**config.mk**
```make
export PLATFORM = sky130hd
export DESIGN_NAME = key_step_conditioner
export DESIGN_NICKNAME = d
export VERILOG_FILES = /design/src/rtl/key_pkg.sv /design/src/rtl/key_debounce.sv /design/src/rtl/key_step_conditioner.sv
export SDC_FILE = /design/constraint.sdc
export NUM_CORES = 1
export LEC_CHECK = 0
export ABC_AREA = 1
export CORE_AREA = 10 10 151 153
export DETAILED_ROUTE_END_ITERATION = 6
export DIE_AREA = 0 0 161 163
export HOLD_SLACK_MARGIN = 0.05
export PLACE_DENSITY_LB_ADDON = 0.3
export SYNTH_ARGS = -nofsm -noshare
export SYNTH_HDL_FRONTEND = slang
export SYNTH_SLANG_ARGS = --single-unit
```
**constraint.sdc**
```tcl
create_clock -name clk -period 2.6 [get_ports clk]
set_input_delay 0.39 -clock clk [delete_from_list [all_inputs] [get_ports clk]]
set_output_delay 0.39 -clock clk [all_outputs]
set_load 0.05 [all_outputs]
```
**src/rtl/key_pkg.sv**
```systemverilog
// key_pkg: shared definitions for the pushbutton conditioner.
//   KEY_*          : bit positions of the lab pushbuttons within key_n.
//   repeat_state_t : states of the shared up/down auto-repeat FSM.
//   cnt_width()    : bits needed for a counter that runs 0..n-1.
package key_pkg;

    localparam int unsigned KEY_UP    = 0;
    localparam int unsigned KEY_DOWN  = 1;
    localparam int unsigned KEY_RESET = 2;
    localparam int unsigned KEY_GO    = 3;

    typedef enum logic [1:0] {
        IDLE,
        DELAY,
        REPEAT,
        LOCKOUT
    } repeat_state_t;

    function automatic int unsigned cnt_width(input int unsigned n);
        return (n <= 1) ? 1 : $clog2(n);
    endfunction

endpackage

```
**src/rtl/key_debounce.sv**
```systemverilog
// key_debounce: one pushbutton channel.
//   clk, reset      : system clock, synchronous active-high reset.
//   key_n_i         : raw active-low button, asynchronous to clk.
//   pressed_o       : debounced level, 1 = held.
//   press_pulse_o   : one cycle high in the first cycle pressed_o reads 1.
//   release_pulse_o : one cycle high in the first cycle pressed_o reads 0.
//   pressed_nxt_o   : value pressed_o takes after the coming edge.
module key_debounce
    import key_pkg::*;
#(
    parameter int unsigned DEBOUNCE_CYCLES = 500000
) (
    input  logic clk,
    input  logic reset,
    input  logic key_n_i,
    output logic pressed_o,
    output logic press_pulse_o,
    output logic release_pulse_o,
    output logic pressed_nxt_o
);

    localparam int unsigned CW = cnt_width(DEBOUNCE_CYCLES);
    localparam logic [CW-1:0] CNT_LAST = CW'(DEBOUNCE_CYCLES - 1);

    logic          sync1_q, sync2_q;
    logic          raw_s;
    logic          level_q, level_d;
    logic [CW-1:0] cnt_q, cnt_d;
    logic          press_q, release_q;

    always_comb begin
        raw_s   = ~sync2_q;
        level_d = level_q;
        cnt_d   = '0;
        if (raw_s != level_q) begin
            if (cnt_q == CNT_LAST) begin
                level_d = ~level_q;
            end else begin
                cnt_d = cnt_q + CW'(1);
            end
        end
    end

    always_ff @(posedge clk) begin
        if (reset) begin
            sync1_q   <= 1'b1;
            sync2_q   <= 1'b1;
            level_q   <= 1'b0;
            cnt_q     <= '0;
            press_q   <= 1'b0;
            release_q <= 1'b0;
        end else begin
            sync1_q   <= key_n_i;
            sync2_q   <= sync1_q;
            level_q   <= level_d;
            cnt_q     <= cnt_d;
            press_q   <= level_d & ~level_q;
            release_q <= ~level_d & level_q;
        end
    end

    assign pressed_o       = level_q;
    assign press_pulse_o   = press_q;
    assign release_pulse_o = release_q;
    assign pressed_nxt_o   = level_d;

endmodule

```
**src/rtl/key_step_conditioner.sv**
```systemverilog
// key_step_conditioner: debounces NKEYS active-low pushbuttons and turns
// KEY_UP / KEY_DOWN into single-cycle, auto-repeating step pulses.
//   clk, reset    : system clock, synchronous active-high reset.
//   key_n         : raw active-low buttons.
//   pressed       : debounced levels, 1 = held.
//   press_pulse   : one-cycle pulse per accepted press.
//   release_pulse : one-cycle pulse per accepted release.
//   step_up       : increment step (KEY_UP), first pulse with the press,
//                   then after REPEAT_DELAY, then every REPEAT_PERIOD.
//   step_down     : decrement step (KEY_DOWN), same timing.
// Pressing both direction keys locks stepping out until both are released.
module key_step_conditioner
    import key_pkg::*;
#(
    parameter int unsigned NKEYS           = 4,
    parameter int unsigned DEBOUNCE_CYCLES = 500000,
    parameter int unsigned REPEAT_DELAY    = 25000000,
    parameter int unsigned REPEAT_PERIOD   = 5000000
) (
    input  logic             clk,
    input  logic             reset,
    input  logic [NKEYS-1:0] key_n,
    output logic [NKEYS-1:0] pressed,
    output logic [NKEYS-1:0] press_pulse,
    output logic [NKEYS-1:0] release_pulse,
    output logic             step_up,
    output logic             step_down
);

    localparam int unsigned RMAX = (REPEAT_DELAY > REPEAT_PERIOD) ? REPEAT_DELAY : REPEAT_PERIOD;
    localparam int unsigned RW   = cnt_width(RMAX);
    localparam logic [RW-1:0] DELAY_LAST  = RW'(REPEAT_DELAY - 1);
    localparam logic [RW-1:0] PERIOD_LAST = RW'(REPEAT_PERIOD - 1);

    // The FSM works on next-cycle levels so its registered steps land in the
    // same cycle as the matching press_pulse / level change.
    logic [1:0] lvl_nxt;

    genvar gi;
    generate
        for (gi = 0; gi < NKEYS; gi++) begin : g_key
            if (gi < 2) begin : g_step
                key_debounce #(.DEBOUNCE_CYCLES(DEBOUNCE_CYCLES)) u_db (
                    .clk            (clk),
                    .reset          (reset),
                    .key_n_i        (key_n[gi]),
                    .pressed_o      (pressed[gi]),
                    .press_pulse_o  (press_pulse[gi]),
                    .release_pulse_o(release_pulse[gi]),
                    .pressed_nxt_o  (lvl_nxt[gi])
                );
            end else begin : g_plain
                logic nxt_unused;
                key_debounce #(.DEBOUNCE_CYCLES(DEBOUNCE_CYCLES)) u_db (
                    .clk            (clk),
                    .reset          (reset),
                    .key_n_i        (key_n[gi]),
                    .pressed_o      (pressed[gi]),
                    .press_pulse_o  (press_pulse[gi]),
                    .release_pulse_o(release_pulse[gi]),
                    .pressed_nxt_o  (nxt_unused)
                );
            end
        end
    endgenerate

    repeat_state_t state_q, state_d;
    logic          dir_q, dir_d;   // 0 = up, 1 = down
    logic [RW-1:0] rcnt_q, rcnt_d;
    logic          up_d, dn_d;
    logic          up_nxt, dn_nxt, up_pp, dn_pp, own_held, other_held, at_last;

    always_comb begin
        up_nxt     = lvl_nxt[KEY_UP];
        dn_nxt     = lvl_nxt[KEY_DOWN];
        up_pp      = up_nxt & ~pressed[KEY_UP];
        dn_pp      = dn_nxt & ~pressed[KEY_DOWN];
        own_held   = dir_q ? dn_nxt : up_nxt;
        other_held = dir_q ? up_nxt : dn_nxt;
        at_last    = (state_q == DELAY) ? (rcnt_q == DELAY_LAST) : (rcnt_q == PERIOD_LAST);
        state_d    = state_q;
        dir_d      = dir_q;
        rcnt_d     = rcnt_q;
        up_d       = 1'b0;
        dn_d       = 1'b0;
        case (state_q)
            IDLE: begin
                if (up_pp && !dn_nxt) begin
                    up_d    = 1'b1;
                    dir_d   = 1'b0;
                    rcnt_d  = '0;
                    state_d = DELAY;
                end else if (dn_pp && !up_nxt) begin
                    dn_d    = 1'b1;
                    dir_d   = 1'b1;
                    rcnt_d  = '0;
                    state_d = DELAY;
                end else if (up_pp || dn_pp) begin
                    state_d = LOCKOUT;
                end
            end
            DELAY, REPEAT: begin
                if (other_held) begin
                    state_d = LOCKOUT;
                end else if (!own_held) begin
                    state_d = IDLE;
                end else if (at_last) begin
                    up_d    = ~dir_q;
                    dn_d    = dir_q;
                    rcnt_d  = '0;
                    state_d = REPEAT;
                end else begin
                    rcnt_d = rcnt_q + RW'(1);
                end
            end
            LOCKOUT: begin
                if (!up_nxt && !dn_nxt) begin
                    state_d = IDLE;
                end
            end
            default: state_d = IDLE;
        endcase
    end

    always_ff @(posedge clk) begin
        if (reset) begin
            state_q   <= IDLE;
            dir_q     <= 1'b0;
            rcnt_q    <= '0;
            step_up   <= 1'b0;
            step_down <= 1'b0;
        end else begin
            state_q   <= state_d;
            dir_q     <= dir_d;
            rcnt_q    <= rcnt_d;
            step_up   <= up_d;
            step_down <= dn_d;
        end
    end

endmodule
```
Word level (Yosys, flattened, before mapping)
Cells that the tools add are included.

Register bits after elaboration: 126. Latch bits: 0. Memory bits (writable): 0. Bits in read-only memories: 0. Input port bits: 6. Output and inout port bits: 14. Word-level logic and storage cells: 133. Memories: 0.

$add $sub $neg: 5. $mul: 0. Divide/modulo/power cells: 0. Magnitude comparators: 0. Equal/unequal tests: 19. Shift-type cells: 0. Muxes and demuxes: 38. Bitwise gates (word level): 25. Reduce and logical (&&, ||, !) cells: 17.

Operator list (number): $mux W25 (5); $add A19 B1 Y19 const B (4); $eq A19 B19 Y1 const B (4); $pmux W25 S2 (1); $add A25 B1 Y25 const B (1); $eq A25 B23 Y1 const B (1); $eq A25 B25 Y1 const B (1); $mux W1 (22); $not A1 Y1 (17); $mux W2 (7); $reduce_or A3 Y1 (4); $and A1 B1 Y1 (8); $ne A4 B4 Y1 const B (2); $ne A2 B2 Y1 const B (3); $pmux W2 S3 (1); $eq A2 B2 Y1 const B (2); $ne A1 B1 Y1 (4); $pmux W1 S2 (2); $reduce_and A4 Y1 (1); $reduce_bool A2 Y1 (2); $logic_and A1 B1 Y1 (3); $ne A3 B3 Y1 const B (1); $reduce_and A3 Y1 (1); $eq A2 B1 Y1 const B (1); other kinds (5) (6).

Longest topological paths before layout
Gate-level depths: netlist of the first run.

Depth in word-level cells: 9. Mapped depth: 16. Mapped depth without buffers: 15.

Cells and area by module
Synthesis of the first run repeated with hierarchy kept, for this count alone.

Cell total of the unflattened synthesis: 986. Area, all modules: 6645.1 um^2.

Modules (own cells, without submodules): key_debounce (times used 4, cells an instance 171, area an instance 1177.4 um^2, sequential area each 480.5 um^2); key_step_conditioner (times used 1, cells an instance 302, area an instance 1935.6 um^2, sequential area each 600.6 um^2).

Worst setup path before layout of the first run
OpenSTA, ideal clock, no wires.

Path type: reg2reg. From: register g_key[0].g_step.u_db.cnt_q[0]. To: register rcnt_q[12]. Setup time: 0.112 ns. Arrival time: 1.717 ns. Required time: 2.488 ns. Setup slack: 0.771 ns. Stages on the path, launching flop included: 16. Path buffers: 1. Clock period less this slack: 1.829 ns. Path through: dfxtp_1 ha_1 nand2_1 inv_1 nand2_1 nor2_1 nand3_1 nand2_1 nand2_2 nand2_1 nand3_4 nand3_4 inv_4 buf_6 nor2_1 nor2_2.

Cells in the longest elaborated chain, start to end: 7. Elaborated cells between the ends (all ways): 15. Those cells by class: eq/ne (4); mux (6); bitwise (1); reduce/logical (4).

RTL lines: start, declared (line key_debounce.sv:28) `logic [CW-1:0] cnt_q, cnt_d;`; start signal, assigned (line key_debounce.sv:56) `cnt_q <= cnt_d;`; $eq A19 B19 Y1 (*) (line key_debounce.sv:36) `if (cnt_q == CNT_LAST) begin`; $mux W1 (*) (line key_debounce.sv:36); $mux W1 (*) (line key_debounce.sv:35) `if (raw_s != level_q) begin`; $and A1 B1 Y1 / $logic_not A1 Y1 (equally long branches) (line key_step_conditioner.sv:76, key_step_conditioner.sv:93); $logic_and A1 B1 Y1, on equally long branches (line key_step_conditioner.sv:88, key_step_conditioner.sv:93); $ne A3 B3 Y1 (no line) / $mux W25 (equally long branches); $reduce_and A4 Y1 (no line) / $pmux W25 S2 (equally long branches); end signal, assigned (line key_step_conditioner.sv:135) `rcnt_q <= rcnt_d;`; end, declared (line key_step_conditioner.sv:69) `logic [RW-1:0] rcnt_q, rcnt_d;`.

Every way passes the cells marked *; elsewhere a longest branch is shown, timed or not. A chain may end at the register's enable or synchronous reset.

Worst setup path in the final report of the first run
From: register state_q[1]. To: register rcnt_q[18].

Cells in the longest elaborated chain, start to end: 6. Elaborated cells between the ends (all ways): 14. Those cells by class: eq/ne (5); mux (5); reduce/logical (4).

RTL lines: start, declared (line key_step_conditioner.sv:67) `repeat_state_t state_q, state_d;`; start signal, assigned (line key_step_conditioner.sv:133) `state_q <= state_d;`; $eq A2 B1 Y1 (line key_step_conditioner.sv:80, key_step_conditioner.sv:86); $mux W1 (line key_step_conditioner.sv:80) `at_last = (state_q == DELAY) ? (rcnt_q == DELAY_LAST) : (rcnt_q == PERIOD_LAST);`; $mux W25 (line key_step_conditioner.sv:107) `end else if (at_last) begin`; $mux W25 (line key_step_conditioner.sv:105) `end else if (!own_held) begin`; $mux W25 (line key_step_conditioner.sv:103) `if (other_held) begin`; $pmux W25 S2 (line key_step_conditioner.sv:86) `case (state_q)`.

Several ways; a longest one is shown, not always the timed one. The select of a mux whose other input is x is not followed.

==> results of run 1 <==
## area by class of cell
type	instances	area share, %
Timing Repair Buffer	30	3.46
Clock inverter	13	2.95
Clock buffer	19	5.61
Tap cell	270	4.28
Sequential cell	126	32.0
Multi-Input combinational cell	714	45.2
Inverter	136	6.50
## per-layer routing
layer	track usage, %	part of all wire [%]	routed length (um)
met1	15.5	50	7680
met5	0	0	0
met2	19.3	45	6870
met3	3.36	4.3	666
met4	4.18	1.0	160
## critical path: cells and delay by family, from the launching register on
family                   cells  cell delay [ps]
buffers and inverters        2              230
AND/OR/NAND/NOR              8             1170
adder cells (fa/ha/maj)      1              460
flip-flops                   1              320
## logic make-up after synthesis
group / after synthesis / synth area share (%)
simple gates: 607 / 41.6
buf+inv: 174 / 10.8
flops: 126 / 37.0
compound gates: 70 / 5.41
xor+xnor: 28 / 3.60
fa+ha+maj: 9 / 1.65
## path summary, 6_finish.rpt
kind                                      startpoint                                       to  slack (ps)  cells after the start
max                          state_q[1]$_SDFFE_PP0P_                  rcnt_q[18]$_SDFFE_PP0P_         300                     11
min reg2reg  g_key[1].g_step.u_db.sync1_q$_SDFF_PP1_  g_key[1].g_step.u_db.sync2_q$_SDFF_PP1_         410                      1
max reg2reg                  state_q[1]$_SDFFE_PP0P_                  rcnt_q[18]$_SDFFE_PP0P_         300                     11
min          g_key[1].g_step.u_db.sync1_q$_SDFF_PP1_  g_key[1].g_step.u_db.sync2_q$_SDFF_PP1_         410                      1
## placed cells by master (no fill, tap or decap)
| cell | Yosys | layout |
|---|---|---|
| nand2_2 | 4 | 4 |
| o21ai_0 | 22 | 22 |
| xor2_1 | 16 | 16 |
| nand3_1 | 67 | 67 |
| inv_2 | 1 | 1 |
| o211a_1 | 1 | 1 |
| clkinv_1 | 2 | 2 |
| inv_1 | 132 | 132 |
| clkbuf_1 | 12 | 1 |
| bufinv_16 | 0 | 6 |
| clkinv_2 | 0 | 2 |
| nor4_1 | 14 | 14 |
| ha_1 | 9 | 9 |
| nor2_1 | 149 | 148 |
| nand3_2 | 1 | 1 |
| nor2_2 | 34 | 35 |
| nand2_4 | 1 | 1 |
| nand3b_1 | 4 | 4 |
| buf_4 | 13 | 11 |
| inv_6 | 0 | 3 |
| clkinvlp_4 | 0 | 1 |
| nand2_1 | 201 | 201 |
| clkbuf_8 | 0 | 1 |
| nand4_1 | 64 | 64 |
| nand3_4 | 2 | 2 |
| nor3b_1 | 8 | 8 |
| nor3_2 | 1 | 1 |
| a21oi_1 | 42 | 42 |
| xnor2_1 | 12 | 12 |
| and3_1 | 1 | 1 |
| clkinv_4 | 0 | 1 |
| o21bai_1 | 2 | 2 |
| clkbuf_16 | 0 | 17 |
| nor3_1 | 40 | 40 |
| dfxtp_1 | 126 | 126 |
| a21oi_2 | 1 | 1 |
| o21a_1 | 2 | 2 |
| clkdlybuf4s50_1 | 0 | 19 |
| inv_4 | 1 | 1 |
| or2_2 | 16 | 16 |
## power by group
part           leakage [nW]  internal (mW)  switching, mW
logic                  1.53         0.0236         0.0380
clock network         0.328           1.83          0.906
registers              1.02           1.94        0.00414
## metrics by stage
stage | instances | hold slack (ps) | util, % | setup WS (ps)
final | 1308 | 408 | 39.6 | 301
after global routing | 1308 | 433 | 39.6 | 59.1
after CTS | 1308 | 411 | 39.6 | 287
after detailed placement | 1276 | 395 | 36.2 | 300
after global placement | 1276 | 391 | 36.2 | 342
after floorplan | 1014 | 389 | - | 771
## repair_timing
| action | CTS | global route |
|---|---|---|
| resized for setup | 0 | 1 |
| endpoints found under the hold margin | 0 | 0 |
| setup endpoints to repair | 0 | 1 |
==> impl_metrics.yaml, run 1 <==
finish:
  largestRegisters: "g_key.g_step.u_db.cnt_q x38, g_key.g_plain.u_db.cnt_q x38, rcnt_q x25"
  final_cell_area_mm2: 0.00789
  drive_gt1_share_pct: 10.1
  n_fill_cell: 2122
  seq_area_mm2: 0.00252
  multi_input_area_mm2: 0.00357
  diodes: 0
  area_growth_pct: 15.7
  nets: 1040
synth:
  synth_most_common_cell: "nand2_1"
  synth_common_cells: "201 x nand2_1, 149 x nor2_1, 132 x inv_1"
  syn_area_mm2: 0.00682
  yosys.cell_types.count: 35
  synth.avg_cell_area_um2: 6.73
  synth-seq-area-share_pct: 37.0
  syn-instance-count: 1014
  synthTopCellsByArea: "dfxtp_1 37%, nand2_1 11%, nor2_1 8.2%"
  synth_top_area_share_pct: 37.0
  synth-seq-cells: 126
  synth-edff-count: 0
  syn_nets: 1029
  synth_area_leader_cell: "dfxtp_1"
  yosysWarnings: 0
  synth_ff_type: "dfxtp_1"
  synth-async-reset-ratio_pct: 0
route:
  detail_route.iter0.violations: 298
  routed_wl_mm: 15.4
  wl_per_cell_um: 11.8
  dr.pass1.iters: 5
  vias: 6117
  ant_nets: 0
  post_drt_via_cell_ratio: 4.68
  drc: 0
sta:
  tns_ps: 0
  timing.fmax_mhz: 435
  fin_crit_ps: 2300
  setup_violations: 0
  fin_crit_sh_pct: 88.4
  rsz0062_at_grt: "no"
  slew_viol_final: 0
  tightest_slew_ps: 609
  skew_ps: 7.70
  slew_headroom_pct: 59.3
  hold_viol: 0
worst_setup_path:
  critPathCaptureType: "flop"
  crit_fanout: 12
  startpoint_type: "flop"
  cp_slowest_cell: "ha_1"
  cp_data_arrival_time_ps: 2610
  crit_required_ps: 2920
  cp_cell_sequence: "inv_1 > ha_1 > inv_1 > nand2_1 > nand4_1 > nor3_1 > nand2_1 > nand4_1 > nand4_1 > nand2_1 > nor2_2"
  max_stage_delay_ps: 460
  critPathKind: "flop to flop"
grt:
  antenna_found_initial: 0
  grt_pass1_vias: 5760
  grt-ovfl-total: 0
  grt_pass1_wl_mm: 26.9
  grt_max_degree: 27
  grt_usage_pct: 12.1
die:
  dieArea_mm2: 0.0262
  coreArea_mm2: 0.0199
  std_cell_rows: 52
  start_util_pct: 34.3
  chipWidth_um: 161
  ios: 20
  die_y_um: 163
clock_tree:
  cts-root-buf: "clkbuf_16"
  clock-sinks: 126
  htree_levels: 4
  clock_latency_ps: 420
  clk_pin_slew_ps: 60
  cts_hold_buf: 0
  postCtsSetupRepairBufs: 0
  tritoncts: "yes"
  clockBufferDepth: 2
  cts_buffers: 17
placement:
  port_buffers: 19
  placed_area_mm2: 0.00721
  gp_congestion: 0.908
  hpwlAfterDp_mm: 11.1
status:
  status: "completed"
power_and_ir_drop:
  vdd_ir_drop_max_uv: 452
  total_power_mw: 4.74
  p_per_area_mw_per_mm2: 601
  p_leak_nw: 2.88
job:
  maxCapViolations: 0
min_path:
  hold_class: "flop to flop"
(Power assumes the default switching activity.)
==> run 2, diff against run 1 <==
--- a/config.mk
+++ b/config.mk
@@ -11,6 +11,7 @@
 export DIE_AREA = 0 0 161 163
 export HOLD_SLACK_MARGIN = 0.05
 export PLACE_DENSITY_LB_ADDON = 0.3
+export SETUP_SLACK_MARGIN = 0.02
 export SYNTH_ARGS = -nofsm -noshare
 export SYNTH_HDL_FRONTEND = slang
 export SYNTH_SLANG_ARGS = --single-unit
==> results of run 2 <==
No change in the layout: final DEF, timing and power equal those of run 1.
==> run 3, diff against run 2 <==
--- a/config.mk
+++ b/config.mk
@@ -7,11 +7,14 @@
 export LEC_CHECK = 0
 export ABC_AREA = 1
 export CORE_AREA = 10 10 151 153
+export CTS_CLUSTER_SIZE = 30
 export DETAILED_ROUTE_END_ITERATION = 6
 export DIE_AREA = 0 0 161 163
 export HOLD_SLACK_MARGIN = 0.05
+export MAX_ROUTING_LAYER = met4
 export PLACE_DENSITY_LB_ADDON = 0.3
 export SETUP_SLACK_MARGIN = 0.02
+export SLEW_MARGIN = 20
 export SYNTH_ARGS = -nofsm -noshare
 export SYNTH_HDL_FRONTEND = slang
 export SYNTH_SLANG_ARGS = --single-unit
==> run 3 against run 2 <==
Global-route usage increased by 0.44 points. Power down 5.6%. Non-clock buffer count unchanged. Wire length up 0.72%. Sequential share of layout area up 0.27 points. Register-to-register slack better by 70 ps. Critical path type unchanged. Largest power group unchanged. Worst setup slack improved by 71 ps. First-iteration DRC count up 9.7%. Clock power down 9.9%. Hold slack worse by 2.0 ps. Sequential power barely moved.
==> impl_metrics.yaml, run 3 (same netlist as run 1, synthesis figures left out) <==
sta:
  tns_ps: 0
  slew_viol_final: 0
  fin_crit_sh_pct: 85.7
  setup_violations: 0
  slew_headroom_pct: 62.1
  tightest_slew_ps: 568
  fin_crit_ps: 2230
  skew_ps: 7.20
  timing.fmax_mhz: 449
  rsz0062_at_grt: "no"
  hold_viol: 0
  setup_ws_ps: 372
job:
  maxCapViolations: 0
worst_setup_path:
  cp_data_arrival_time_ps: 2550
  cp_cell_sequence: "inv_1 > ha_2 > inv_1 > nand2_1 > nand4_1 > nor3_1 > nand2_1 > nand4_1 > nand4_1 > nand2_1 > nor2_1"
  critPathCaptureType: "flop"
  crit_required_ps: 2920
  critPathKind: "flop to flop"
  crit_fanout: 12
  max_stage_delay_ps: 350
  cp_slowest_cell: "ha_2"
  startpoint_type: "flop"
die:
  ios: 20
  start_util_pct: 34.3
  coreArea_mm2: 0.0199
  std_cell_rows: 52
  die_y_um: 163
  chipWidth_um: 161
  dieArea_mm2: 0.0262
finish:
  layout_common_cells: "201 x nand2_1, 149 x nor2_1, 132 x inv_1"
  area_growth_pct: 14.7
  final_common_cell: "nand2_1"
  nets: 1040
  largestRegisters: "g_key.g_step.u_db.cnt_q x38, g_key.g_plain.u_db.cnt_q x38, rcnt_q x25"
  final_cell_area_mm2: 0.00782
  diodes: 0
  layout.cells.non_filler: 1308
  drive_gt1_share_pct: 9.92
clock_tree:
  postCtsSetupRepairBufs: 0
  clock_latency_ps: 420
  clockBufferDepth: 2
  tritoncts: "yes"
  clk_pin_slew_ps: 60
  cts_hold_buf: 0
  clock-sinks: 126
  cts_buffers: 17
  cts-root-buf: "clkbuf_16"
  htree_levels: 4
power_and_ir_drop:
  p_leak_nw: 2.85
  vdd_ir_drop_max_uv: 481
  p_per_area_mw_per_mm2: 572
  total_power_mw: 4.48
route:
  wl_per_cell_um: 11.8
  post_drt_via_cell_ratio: 4.72
  ant_nets: 0
  drc: 0
  routed_wl_mm: 15.5
  detail_route.iter0.violations: 327
  dr.pass1.iters: 5
  vias: 6178
grt:
  grt_max_degree: 28
  grt_pass1_wl_mm: 27.0
  grt_pass1_vias: 5773
  antenna_found_initial: 0
  grt-ovfl-total: 0
  grt_usage_pct: 12.6
placement:
  port_buffers: 19
  placedCellCount: 1276
  place_worst_setup_slack_ps: 258
  placed_area_mm2: 0.00721
  gp_congestion: 0.921
  hpwlAfterDp_mm: 11.2
status:
  status: "completed"
min_path:
  hold_class: "flop to flop"
[run 3: worst paths after layout]
kind	from	endpoint	slack (ps)	cells after the start
min	g_key[1].g_step.u_db.sync1_q$_SDFF_PP1_	g_key[1].g_step.u_db.sync2_q$_SDFF_PP1_	410	1
min reg2reg	g_key[1].g_step.u_db.sync1_q$_SDFF_PP1_	g_key[1].g_step.u_db.sync2_q$_SDFF_PP1_	410	1
max reg2reg	state_q[1]$_SDFFE_PP0P_	rcnt_q[16]$_SDFFE_PP0P_	370	11
max	state_q[1]$_SDFFE_PP0P_	rcnt_q[16]$_SDFFE_PP0P_	370	11
[run 3: area by class of cell]
type / count / area (um^2)
clock buffers: 23 / 478
clock inverters: 9 / 131
fillers: 2138 / 12100
inverters: 136 / 513
multi-input cells: 714 / 3570
flip-flops and latches: 126 / 2520
well taps: 270 / 338
repair buffers: 30 / 273
[run 3: routing by layer]
metal	global-route usage (%)	vias up	part of all wire, %
li1	-	3292	-
met1	15.5	2773	49
met2	19.6	97	46
met4	4.76	0	1.6
met5	-	-	0
met3	2.93	16	3.8
[run 3: worst max-delay path, delay by kind of cell, from the launching register on]
kind | cells | cell delay [ps]
adder cells (fa/ha/maj) | 1 | 350
buffers and inverters | 2 | 220
flip-flops | 1 | 320
AND/OR/NAND/NOR | 8 | 1220
[run 3: through the flow]
step	util, %	hold slack, ps
floorplan	-	389
global placement	36.2	391
detailed placement	36.2	394
CTS	39.3	408
global route	39.3	430
finish	39.3	406
[run 3: power breakdown]
group          switching (mW)  leakage, nW  total [mW]  internal (mW)
combinational          0.0370         1.53      0.0607         0.0236
sequential            0.00415         1.02        1.94           1.94
clock                   0.886        0.302        2.47           1.59
[run 3: what timing repair did]
| action | in CTS | in global routing |
|---|---|---|
| gates resized for setup | 0 | 1 |
| setup endpoints to repair | 0 | 1 |
| hold endpoints to repair | 0 | 0 |
